File: src/rtl/sweep_pkg.sv
// rtl/sweep_pkg.sv - shared mode and direction encodings for the sweep generator
package sweep_pkg;

  localparam logic [1:0] MODE_SAW     = 2'd0;
  localparam logic [1:0] MODE_TRI     = 2'd1;
  localparam logic [1:0] MODE_HOLD    = 2'd2;
  localparam logic [1:0] MODE_ONESHOT = 2'd3;

  typedef enum logic {
    DIR_UP = 1'b0,
    DIR_DN = 1'b1
  } dir_e;

endpackage

File: src/rtl/sweep_channel.sv
// rtl/sweep_channel.sv - one sweep channel: fixed-point accumulator, direction, done flag, mode logic
module sweep_channel
  import sweep_pkg::*;
#(
  parameter int WIDTH = 16,
  parameter int FRAC  = 16
) (
  input  logic                     clk_i,
  input  logic                     rst_ni,
  input  logic                     on_i,
  input  logic                     sync_i,
  input  logic                     tick_i,
  input  logic [1:0]               mode_i,
  input  logic signed [WIDTH-1:0]  min_i,
  input  logic signed [WIDTH-1:0]  max_i,
  input  logic [WIDTH+FRAC-1:0]    step_i,
  output logic signed [WIDTH-1:0]  sample_o,
  output logic                     wrap_o,
  output logic                     done_o
);

  localparam int AW = WIDTH + FRAC;
  // Two guard bits keep acc+step and acc-step exact for any unsigned step.
  localparam int CW = AW + 2;

  logic signed [AW-1:0] acc_q, acc_d;
  dir_e                 dir_q, dir_d;
  logic                 done_q, done_d;
  logic                 wrap_q, wrap_d;

  logic signed [AW-1:0] min_a, max_a;
  logic signed [CW-1:0] acc_x, min_x, max_x, step_x, up_x, dn_x;

  assign min_a  = {min_i, {FRAC{1'b0}}};
  assign max_a  = {max_i, {FRAC{1'b0}}};
  assign min_x  = {{2{min_i[WIDTH-1]}}, min_i, {FRAC{1'b0}}};
  assign max_x  = {{2{max_i[WIDTH-1]}}, max_i, {FRAC{1'b0}}};
  assign acc_x  = {{2{acc_q[AW-1]}}, acc_q};
  assign step_x = {2'b00, step_i};
  assign up_x   = acc_x + step_x;
  assign dn_x   = acc_x - step_x;

  always_comb begin
    acc_d  = acc_q;
    dir_d  = dir_q;
    done_d = done_q;
    wrap_d = 1'b0;
    if (!on_i || sync_i) begin
      acc_d  = min_a;
      dir_d  = DIR_UP;
      done_d = 1'b0;
    end else if (min_i >= max_i) begin
      acc_d = min_a;
    end else if (tick_i && !done_q && (step_i != '0)) begin
      case (mode_i)
        MODE_SAW: begin
          if (up_x > max_x) begin
            acc_d  = min_a;
            wrap_d = 1'b1;
          end else begin
            acc_d = up_x[AW-1:0];
          end
        end
        MODE_TRI: begin
          if (dir_q == DIR_UP) begin
            if (up_x >= max_x) begin
              acc_d = max_a;
              dir_d = DIR_DN;
            end else begin
              acc_d = up_x[AW-1:0];
            end
          end else begin
            if (dn_x <= min_x) begin
              acc_d  = min_a;
              dir_d  = DIR_UP;
              wrap_d = 1'b1;
            end else begin
              acc_d = dn_x[AW-1:0];
            end
          end
        end
        MODE_HOLD: begin
          acc_d = min_a;
        end
        MODE_ONESHOT: begin
          if (up_x >= max_x) begin
            acc_d  = max_a;
            done_d = 1'b1;
            wrap_d = 1'b1;
          end else begin
            acc_d = up_x[AW-1:0];
          end
        end
        default: acc_d = acc_q;
      endcase
    end
  end

  always_ff @(posedge clk_i) begin
    if (!rst_ni) begin
      acc_q  <= '0;
      dir_q  <= DIR_UP;
      done_q <= 1'b0;
      wrap_q <= 1'b0;
    end else begin
      acc_q  <= acc_d;
      dir_q  <= dir_d;
      done_q <= done_d;
      wrap_q <= wrap_d;
    end
  end

  assign sample_o = acc_q[AW-1 -: WIDTH];
  assign wrap_o   = wrap_q;
  assign done_o   = done_q;

endmodule

File: src/rtl/sweep_gen_multi.sv
// rtl/sweep_gen_multi.sv - multi-channel ramp/waveform generator: shared prescaler plus NCH channels
module sweep_gen_multi
  import sweep_pkg::*;
#(
  parameter int NCH   = 2,
  parameter int WIDTH = 16,
  parameter int FRAC  = 16,
  parameter int PRE_W = 8
) (
  input  logic                        clk_in,
  input  logic                        rst_n_in,
  input  logic [NCH-1:0]              on_in,
  input  logic                        sync_in,
  input  logic [PRE_W-1:0]            prescale_in,
  input  logic [2*NCH-1:0]            mode_in,
  input  logic [WIDTH*NCH-1:0]        minval_in,
  input  logic [WIDTH*NCH-1:0]        maxval_in,
  input  logic [(WIDTH+FRAC)*NCH-1:0] stepsize_in,
  output logic [WIDTH*NCH-1:0]        signal_out,
  output logic                        tick_out,
  output logic [NCH-1:0]              wrap_out,
  output logic [NCH-1:0]              done_out
);

  localparam int AW = WIDTH + FRAC;

  logic [PRE_W-1:0] count_q, count_d;
  logic             tick_q, tick_d;

  // A prescale lowered below the count only matches again after the counter wraps.
  always_comb begin
    count_d = count_q + PRE_W'(1);
    tick_d  = 1'b0;
    if (sync_in) begin
      count_d = '0;
    end else if (count_q == prescale_in) begin
      count_d = '0;
      tick_d  = 1'b1;
    end
  end

  always_ff @(posedge clk_in) begin
    if (!rst_n_in) begin
      count_q <= '0;
      tick_q  <= 1'b0;
    end else begin
      count_q <= count_d;
      tick_q  <= tick_d;
    end
  end

  assign tick_out = tick_q;

  for (genvar c = 0; c < NCH; c++) begin : g_ch
    sweep_channel #(
      .WIDTH (WIDTH),
      .FRAC  (FRAC)
    ) u_ch (
      .clk_i    (clk_in),
      .rst_ni   (rst_n_in),
      .on_i     (on_in[c]),
      .sync_i   (sync_in),
      .tick_i   (tick_d),
      .mode_i   (mode_in[2*c +: 2]),
      .min_i    (minval_in[c*WIDTH +: WIDTH]),
      .max_i    (maxval_in[c*WIDTH +: WIDTH]),
      .step_i   (stepsize_in[c*AW +: AW]),
      .sample_o (signal_out[c*WIDTH +: WIDTH]),
      .wrap_o   (wrap_out[c]),
      .done_o   (done_out[c])
    );
  end

endmodule

File: config.mk
export PLATFORM = sky130hd
export DESIGN_NAME = sweep_gen_multi
export DESIGN_NICKNAME = d
export VERILOG_FILES = /design/src/rtl/sweep_pkg.sv /design/src/rtl/sweep_channel.sv /design/src/rtl/sweep_gen_multi.sv
export SDC_FILE = /design/constraint.sdc
export NUM_CORES = 1
export LEC_CHECK = 0
export ABC_AREA = 0
export ABC_CLOCK_PERIOD_IN_PS = 10100
export BUFFER_PORTS_ARGS = -buffer_cell sky130_fd_sc_hd__buf_2
export CORE_UTILIZATION = 59
export DETAILED_ROUTE_END_ITERATION = 7
export PLACE_DENSITY = 0.8
export SETUP_SLACK_MARGIN = 0.05
export SLEW_MARGIN = 15
export SYNTH_ARGS = -nofsm -noshare
export SYNTH_HDL_FRONTEND = slang
export SYNTH_HIERARCHICAL = 1
export SYNTH_SLANG_ARGS = --single-unit
File: constraint.sdc
create_clock -name clk_in -period 10.1 [get_ports clk_in]
set_input_delay 0 -clock clk_in [delete_from_list [all_inputs] [get_ports clk_in]]
set_output_delay 0 -clock clk_in [all_outputs]
set_load 0.1 [all_outputs]
==> flow_metrics.py, run 1 <==
metrics = {
    "placed_design": {
        "dp_hpwl_mm": 51.47,
        "place_congestion": 1.034,
        "io_buffers": 181,
        "dpl.cell_count": 2778,
    },
    "sta": {
        "setup_tns_ns": 0,
        "tightestPinTransition_ns": 1.088,
        "slew_headroom_pct": 27.17,
        "rsz0062_at_grt": "no",
        "whs_ns": 0.02700,
        "maxSlewViolCount": 0,
        "hold_viol": 0,
        "fin_crit_ns": 7.901,
        "fin_crit_sh_pct": 78.23,
        "max_freq_mhz": 126.6,
        "setup_viol": 0,
        "skew_ns": 0.01241,
    },
    "final_layout": {
        "drive_gt1_share_pct": 12.36,
        "nFillCells": 2625,
        "multi_input_area_um2": 13620,
        "syn_to_final_growth_pct": 6.605,
        "seq_area_um2": 1582,
        "finalNonFillerCells": 2799,
        "final_net_count": 2799,
    },
    "yosys": {
        "ys_warn_count": 6,
        "yosysUniqueCellTypes": 108,
        "synth_top_family_by_area": "compound AO/OA/AOI/OAI gates",
        "synth.mux.area_fraction_pct": 2.204,
        "synth_edf_count": 0,
        "syn-cell-area_um2": 16800,
        "synth_xor_area_share_pct": 5.213,
        "synthSimpleGateAreaFrac_pct": 22.06,
        "ys_async_sr_fraction_pct": 0,
        "ys.flop_type": "dfxtp_1",
        "seq_area_frac_synth_pct": 9.413,
        "synth_compound_area_share_pct": 33.36,
        "netlist_instances": 2346,
        "synth_nets": 2730,
        "postSynthAreaPerCell_um2": 7.162,
        "synthAdderAreaFrac_pct": 17.98,
        "ys_ff_latch": 79,
    },
    "setup_path": {
        "r2r-start": "g_ch[0].u_ch/acc_q[5]$_SDFFE_PP0P_",
        "endpoint": "g_ch[0].u_ch/acc_q[17]$_SDFFE_PN0P_",
        "path_class": "register to register",
        "arrival_ns": 8.21,
        "crit_path_end_kind": "register",
        "r2r_end": "g_ch[0].u_ch/acc_q[17]$_SDFFE_PN0P_",
        "critPathLaunch": "g_ch[0].u_ch/acc_q[5]$_SDFFE_PP0P_",
        "r2r_cells": 24,
        "rrSetupSlack_ns": 2.20,
        "critPathRequiredTime_ns": 10.41,
        "cp-start-kind": "register",
        "crit_path_max_fanout": 24,
    },
    "clock_network": {
        "clockBufferDepth": 2,
        "cts_inserted_buffers": 9,
        "cts_sinks": 79,
        "cts_tree": "done",
        "root_buffer": "clkbuf_16",
        "clk_pin_slew_ns": 0.08,
        "cts_resized": 0,
        "clk_latency_ns": 0.37,
        "h-tree-depth": 3,
    },
    "detailed_routing": {
        "wl_per_cell_um": 23.22,
        "vias": 19560,
        "ant_nets": 0,
        "drc_errors": 1,
        "drt-initial-drc-count": 2786,
        "routed_wl_mm": 64.99,
        "drt_first_pass_iters": 8,
        "vias_per_cell": 6.989,
    },
    "die": {
        "rows": 61,
        "start_util_pct": 60.15,
        "die_x_um": 170.8,
        "dieArea_um2": 29160,
        "coreArea_um2": 27930,
        "die_height_um": 170.8,
        "ios": 182,
    },
    "global_route": {
        "antenna_found_initial": 3,
        "grt_pass1_wl_mm": 98.05,
        "gr-total-overflow": 0,
        "track_usage_pct": 43.28,
        "first_global_vias": 17330,
        "grt_max_degree": 32,
    },
    "status": {
        "violations": "DRC",
        "status": "finished, violations left",
    },
    "flow_run": {
        "max_cap_viol_count": 0,
    },
    "power_and_ir_drop": {
        "power_density_nw_per_um2": 102.0,
        "leakage_nw": 8.022,
        "ir_worst_vdd_mv": 0.1017,
    },
    "min_path": {
        "hold_path.class": "primary input to register",
    },
}
[synthesized netlist by cell type (23+ instances only)]
master / n / area, um2
ha_1: 235 / 2940
inv_1: 219 / 822.0
a21oi_1: 211 / 1056
nor2_1: 180 / 675.7
o21ai_0: 127 / 635.6
nand2_1: 119 / 446.7
xnor2_1: 85 / 744.5
dfxtp_1: 79 / 1582
clkbuf_1: 69 / 259.0
nor3_1: 68 / 340.3
nand3_1: 67 / 335.3
a21o_1: 58 / 435.4
nor4_1: 43 / 269.0
nand4_1: 42 / 262.8
o211ai_1: 42 / 315.3
buf_4: 36 / 270.3
a211oi_1: 33 / 247.7
nor2b_1: 31 / 193.9
a31oi_1: 30 / 187.7
nand2b_1: 27 / 168.9
a221oi_1: 25 / 219.0
o21a_1: 25 / 187.7
o31ai_1: 24 / 180.2
or3_1: 23 / 143.9
[layout make-up]
cell class,instances,area share (%)
Clock inverter,7,0.4471
Tap cell,378,2.641
Antenna cell,1,0.01397
Clock buffer,9,1.257
Sequential cell,79,8.830
Inverter,223,4.673
Multi-Input combinational cell,1898,76.06
Timing Repair Buffer,204,6.078
[how the worst min path moves through the flow]
stage / from / to / slack [ns] / cells after the start
2_1_floorplan: minval_in[27] / g_ch[1].u_ch/acc_q[27]$_SDFFE_PN0P_ / 0.18 / 2
3_3_place_gp: prescale_in[3] / tick_out$_SDFF_PN0_ / 0.35 / 4
3_5_place_dp: minval_in[19] / g_ch[1].u_ch/acc_q[19]$_SDFFE_PN0P_ / 0.36 / 3
4_1_cts: minval_in[27] / g_ch[1].u_ch/acc_q[27]$_SDFFE_PN0P_ / 0.007 / 3
5_1_grt: minval_in[3] / g_ch[0].u_ch/acc_q[19]$_SDFFE_PN0P_ / 0.04 / 3
6_report: on_in[1] / g_ch[1].u_ch/dir_q$_SDFFE_PP0P_ / 0.03 / 3
[metrics by stage]
stage                     total power, mW  instance area (um2)  setup WS [ns]  utilization (%)
after global routing                1.917                17910          1.874            64.12
after CTS                           1.790                17910          2.552            64.11
after floorplan                     1.153                16800          4.516                -
final                               1.828                17910          2.199            64.12
after global placement              1.402                17560          2.681            62.87
after detailed placement            1.416                17560          2.606            62.87
[layer usage]
metal | global-route usage, % | up-vias | part of all wire (%) | wire length, um
li1 | - | 8861 | - | -
met1 | 60.78 | 9074 | 42 | 27040
met2 | 62.96 | 1377 | 41 | 26620
met3 | 9.993 | 247 | 13 | 8514
met4 | 17.23 | 2 | 4.3 | 2792
met5 | 0 | - | 0.028 | 18
[report_power, final]
group	internal, mW	switching (mW)	total, mW
clock network	0.196	0.173	0.369
logic	0.375	0.740	1.11
registers	0.323	0.0211	0.344
[state kept, by name (all words and copies together), names as in the netlist]
| register | cells |
|---|---|
| tick_out | 1 |
| g_ch.u_ch/done_o | 2 |
| count_q | 8 |
| g_ch.u_ch/acc_q | 64 |
| g_ch.u_ch/dir_q | 2 |
| g_ch.u_ch/wrap_o | 2 |
[critical path, stage by stage (launching register included)]
cell and delay [ns]:
dfxtp_1 0.34, ha_1 0.59, nand2_1 0.20, a211oi_1 0.38, o21bai_1 0.18, a41oi_1 0.74, nand3_1 0.27, a22o_1 0.30
o31ai_1 0.37, a31oi_1 0.19, nor2b_1 0.14, o21ai_0 0.09, ha_1 0.30, and4_1 0.20, nor3b_1 0.59, o211ai_1 0.25
a2111oi_0 0.50, nand4_1 0.21, nor4_1 0.63, nor2_2 0.04, buf_4 0.26, nand2_2 0.28, o32ai_1 0.14, a2111oi_0 0.48
a21o_1 0.13
[placed cells by master, fill, tap and decap left out, drive strengths merged, types with 16 or more instances in the layout]
| cell type | count |
|---|---|
| or3 | 24 |
| a21oi | 212 |
| nand2b | 27 |
| o21bai | 23 |
| nand4 | 42 |
| a221oi | 32 |
| and2 | 17 |
| ha | 235 |
| o211ai | 42 |
| o21a | 25 |
| a21o | 58 |
| nor4 | 44 |
| and3 | 22 |
| o221ai | 16 |
| xnor2 | 85 |
| buf | 200 |
| a31oi | 31 |
| nor2b | 31 |
| o21ai | 140 |
| a211oi | 36 |
| o22ai | 20 |
| a2111oi | 19 |
| nand2 | 122 |
| o31ai | 25 |
| dfxtp | 79 |
| nand3 | 67 |
| inv | 222 |
| mux2i | 22 |
| nor2 | 184 |
| nor3 | 68 |
[cells by family (layout without fill, tap and decap cells)]
logic type,Yosys count,in the layout
buffers and inverters,369,443
adders and majority gates,239,239
muxes,35,35
other,0,1
DFF,79,79
AOI/OAI and AO/OA,808,808
xor gates and xnor gates,100,100
and+or+nand+nor,716,716
[timing repair]
item	4_1_cts	5_1_grt
endpoints found under the setup margin	0	0
endpoints found under the hold margin	2	0
setup buffers	0	0
hold buffers	4	0
(Power assumes the default switching activity.)
==> run 2: changes to the inputs <==
--- a/config.mk
+++ b/config.mk
@@ -6,7 +6,7 @@
 export NUM_CORES = 1
 export LEC_CHECK = 0
 export ABC_AREA = 0
-export ABC_CLOCK_PERIOD_IN_PS = 10100
+export ABC_CLOCK_PERIOD_IN_PS = 7500
 export BUFFER_PORTS_ARGS = -buffer_cell sky130_fd_sc_hd__buf_2
 export CORE_UTILIZATION = 59
 export DETAILED_ROUTE_END_ITERATION = 7
==> constraint.sdc (replaced) <==
create_clock -name clk_in -period 7.5 [get_ports clk_in]
set_input_delay 0 -clock clk_in [delete_from_list [all_inputs] [get_ports clk_in]]
set_output_delay 0 -clock clk_in [all_outputs]
set_load 0.1 [all_outputs]
==> run 2 against run 1 <==
Net effect: the flow now finishes without violations; fmax is 11% higher; critical path depth stayed put; cell count grew 0.79%; via count grew 1.6%; total power up 39%; count of clock-buffer cells in the layout grew 3; hold slack worse by 0.0099 ns; largest power group unchanged.
==> flow_metrics.py, run 2 (synthesis gave the netlist of run 1 again) <==
metrics = {
    "sta": {
        "hold_viol": 0,
        "setup_viol": 0,
        "tightestPinTransition_ns": 1.264,
        "fin_crit_ns": 7.135,
        "maxSlewViolCount": 0,
        "max_freq_mhz": 140.2,
        "rsz0062_at_grt": "no",
        "fin_crit_sh_pct": 95.13,
        "setup_tns_ns": 0,
        "skew_ns": 0.01110,
        "slew_headroom_pct": 15.40,
    },
    "global_route": {
        "grt_pass1_wl_mm": 99.88,
        "grt_max_degree": 30,
        "first_global_vias": 17840,
        "antenna_found_initial": 3,
        "gr-total-overflow": 0,
        "track_usage_pct": 43.93,
    },
    "final_layout": {
        "nFillCells": 2631,
        "top_regs": "g_ch.u_ch/acc_q (64), count_q (8)",
        "stdcell_area_um2": 18120,
        "top_register": "g_ch.u_ch/acc_q",
        "layout_common_cells": "ha_1, inv_1, a21oi_1",
        "syn_to_final_growth_pct": 7.827,
        "final_net_count": 2819,
        "seq_area_um2": 1582,
        "multi_input_area_um2": 13640,
        "largest_reg_flops": 64,
        "drive_gt1_share_pct": 13.07,
        "final_common_cell": "ha_1",
    },
    "detailed_routing": {
        "drt-initial-drc-count": 2955,
        "drt_first_pass_iters": 6,
        "vias_per_cell": 7.046,
        "vias": 19880,
        "drc_errors": 0,
        "wl_per_cell_um": 23.49,
        "routed_wl_mm": 66.28,
        "ant_nets": 0,
    },
    "status": {
        "status": "finished clean",
    },
    "clock_network": {
        "clockBufferDepth": 2,
        "cts_sinks": 79,
        "h-tree-depth": 3,
        "cts_tree": "done",
        "clk_latency_ns": 0.36,
        "cts_inserted_buffers": 9,
        "root_buffer": "clkbuf_16",
        "post_cts_buffers": 0,
        "clk_pin_slew_ns": 0.07,
    },
    "die": {
        "coreArea_um2": 27930,
        "die_height_um": 170.8,
        "ios": 182,
        "dieArea_um2": 29160,
        "rows": 61,
        "die_x_um": 170.8,
        "start_util_pct": 60.15,
    },
    "setup_path": {
        "crit_path_max_incr_delay_ns": 0.65,
        "rrSetupSlack_ns": 0.36,
        "cp-start-kind": "register",
        "crit_top_cell": "ha_1",
        "path_class": "register to register",
        "slowest_stage": "a211oi_1",
        "path_cells": "ha_1 -> inv_1 -> fa_1 -> o21bai_2 -> a211oi_2 -> buf_4 -> a211oi_1 -> a2111oi_2 -> o31ai_1 -> or4_1 -> a31oi_1 -> xnor2_1 -> ha_1 -> nand4_1 -> nor4bb_1 -> nand4b_1 -> nor4_1 -> or4b_4 -> nor4b_4 -> a31oi_4 -> a2bb2oi_2 -> nor2_1 -> a2111oi_0 -> a21o_1",
        "crit_path_max_fanout": 11,
        "crit_path_end_kind": "register",
        "arrival_ns": 7.44,
        "r2r_cells": 24,
        "critPathRequiredTime_ns": 7.80,
    },
    "flow_run": {
        "max_cap_viol_count": 0,
    },
    "power_and_ir_drop": {
        "power_density_nw_per_um2": 140.4,
        "ir_worst_vdd_mv": 0.1057,
        "leakage_nw": 8.132,
    },
    "placed_design": {
        "dp_hpwl_mm": 52.69,
        "place_congestion": 1.042,
        "placed_cell_area_um2": 17710,
        "io_buffers": 181,
    },
    "min_path": {
        "hold_path.class": "primary input to register",
        "hold_path_depth": 3,
    },
}
[run 2: worst paths after layout]
path | endpoint | start
max reg2reg | g_ch[0].u_ch/acc_q[17]$_SDFFE_PN0P_ | g_ch[0].u_ch/acc_q[0]$_SDFFE_PP0P_
min | g_ch[0].u_ch/acc_q[19]$_SDFFE_PN0P_ | minval_in[3]
max | g_ch[0].u_ch/acc_q[17]$_SDFFE_PN0P_ | g_ch[0].u_ch/acc_q[0]$_SDFFE_PP0P_
min reg2reg | g_ch[0].u_ch/acc_q[0]$_SDFFE_PP0P_ | g_ch[0].u_ch/acc_q[0]$_SDFFE_PP0P_
[run 2: cell type report]
cell class / count / area share, %
inverters: 223 / 4.620
flip-flops and latches: 79 / 8.730
well taps: 378 / 2.611
clock buffers: 12 / 1.416
clock inverters: 4 / 0.4213
repair buffers: 224 / 6.851
diodes: 3 / 0.04144
multi-input cells: 1898 / 75.31
[run 2: where the power goes]
| part | switching (mW) | internal [mW] | total, mW |
|---|---|---|---|
| logic | 1.02 | 0.536 | 1.55 |
| clock network | 0.215 | 0.312 | 0.527 |
| registers | 0.0284 | 0.435 | 0.463 |
[run 2: worst max-delay path: cells and delay by family, from the launching register on]
kind,cells,cell delay [ns]
and+or+nand+nor,8,2.08
AOI/OAI and AO/OA,10,3.14
adders and majority gates,3,0.81
DFF,1,0.36
buffers and inverters,2,0.23
xor gates and xnor gates,1,0.43
[run 2: layer usage]
layer / up-vias / part of all wire, % / GRT usage, %
met1: 9256 / 42 / 61.59
met4: 2 / 4.3 / 17.86
met5: - / 0.020 / 0
met2: 1480 / 41 / 64.76
li1: 8885 / - / -
met3: 253 / 13 / 8.998
[run 2: repair_timing]
action                     in CTS  in global routing
hold endpoints to repair        3                  0
resized for setup               0                  3
setup endpoints to repair       0                 24
hold buffers                    5                  0
[run 2: stage by stage]
step                      total power [mW]  worst slack [ns]  util (%)  hold slack (ns)  instances
after floorplan                      1.553             1.916         -           0.1778       2346
after global placement               1.930            0.3667     63.38           0.3433       2797
after detailed placement             1.948            0.2543     63.38           0.3475       2797
after CTS                            2.476            0.2151     64.75          0.01172       2818
after global routing                 2.656           0.04007     64.83          0.05026       2819
final                                2.543            0.3649     64.85          0.01705       2821
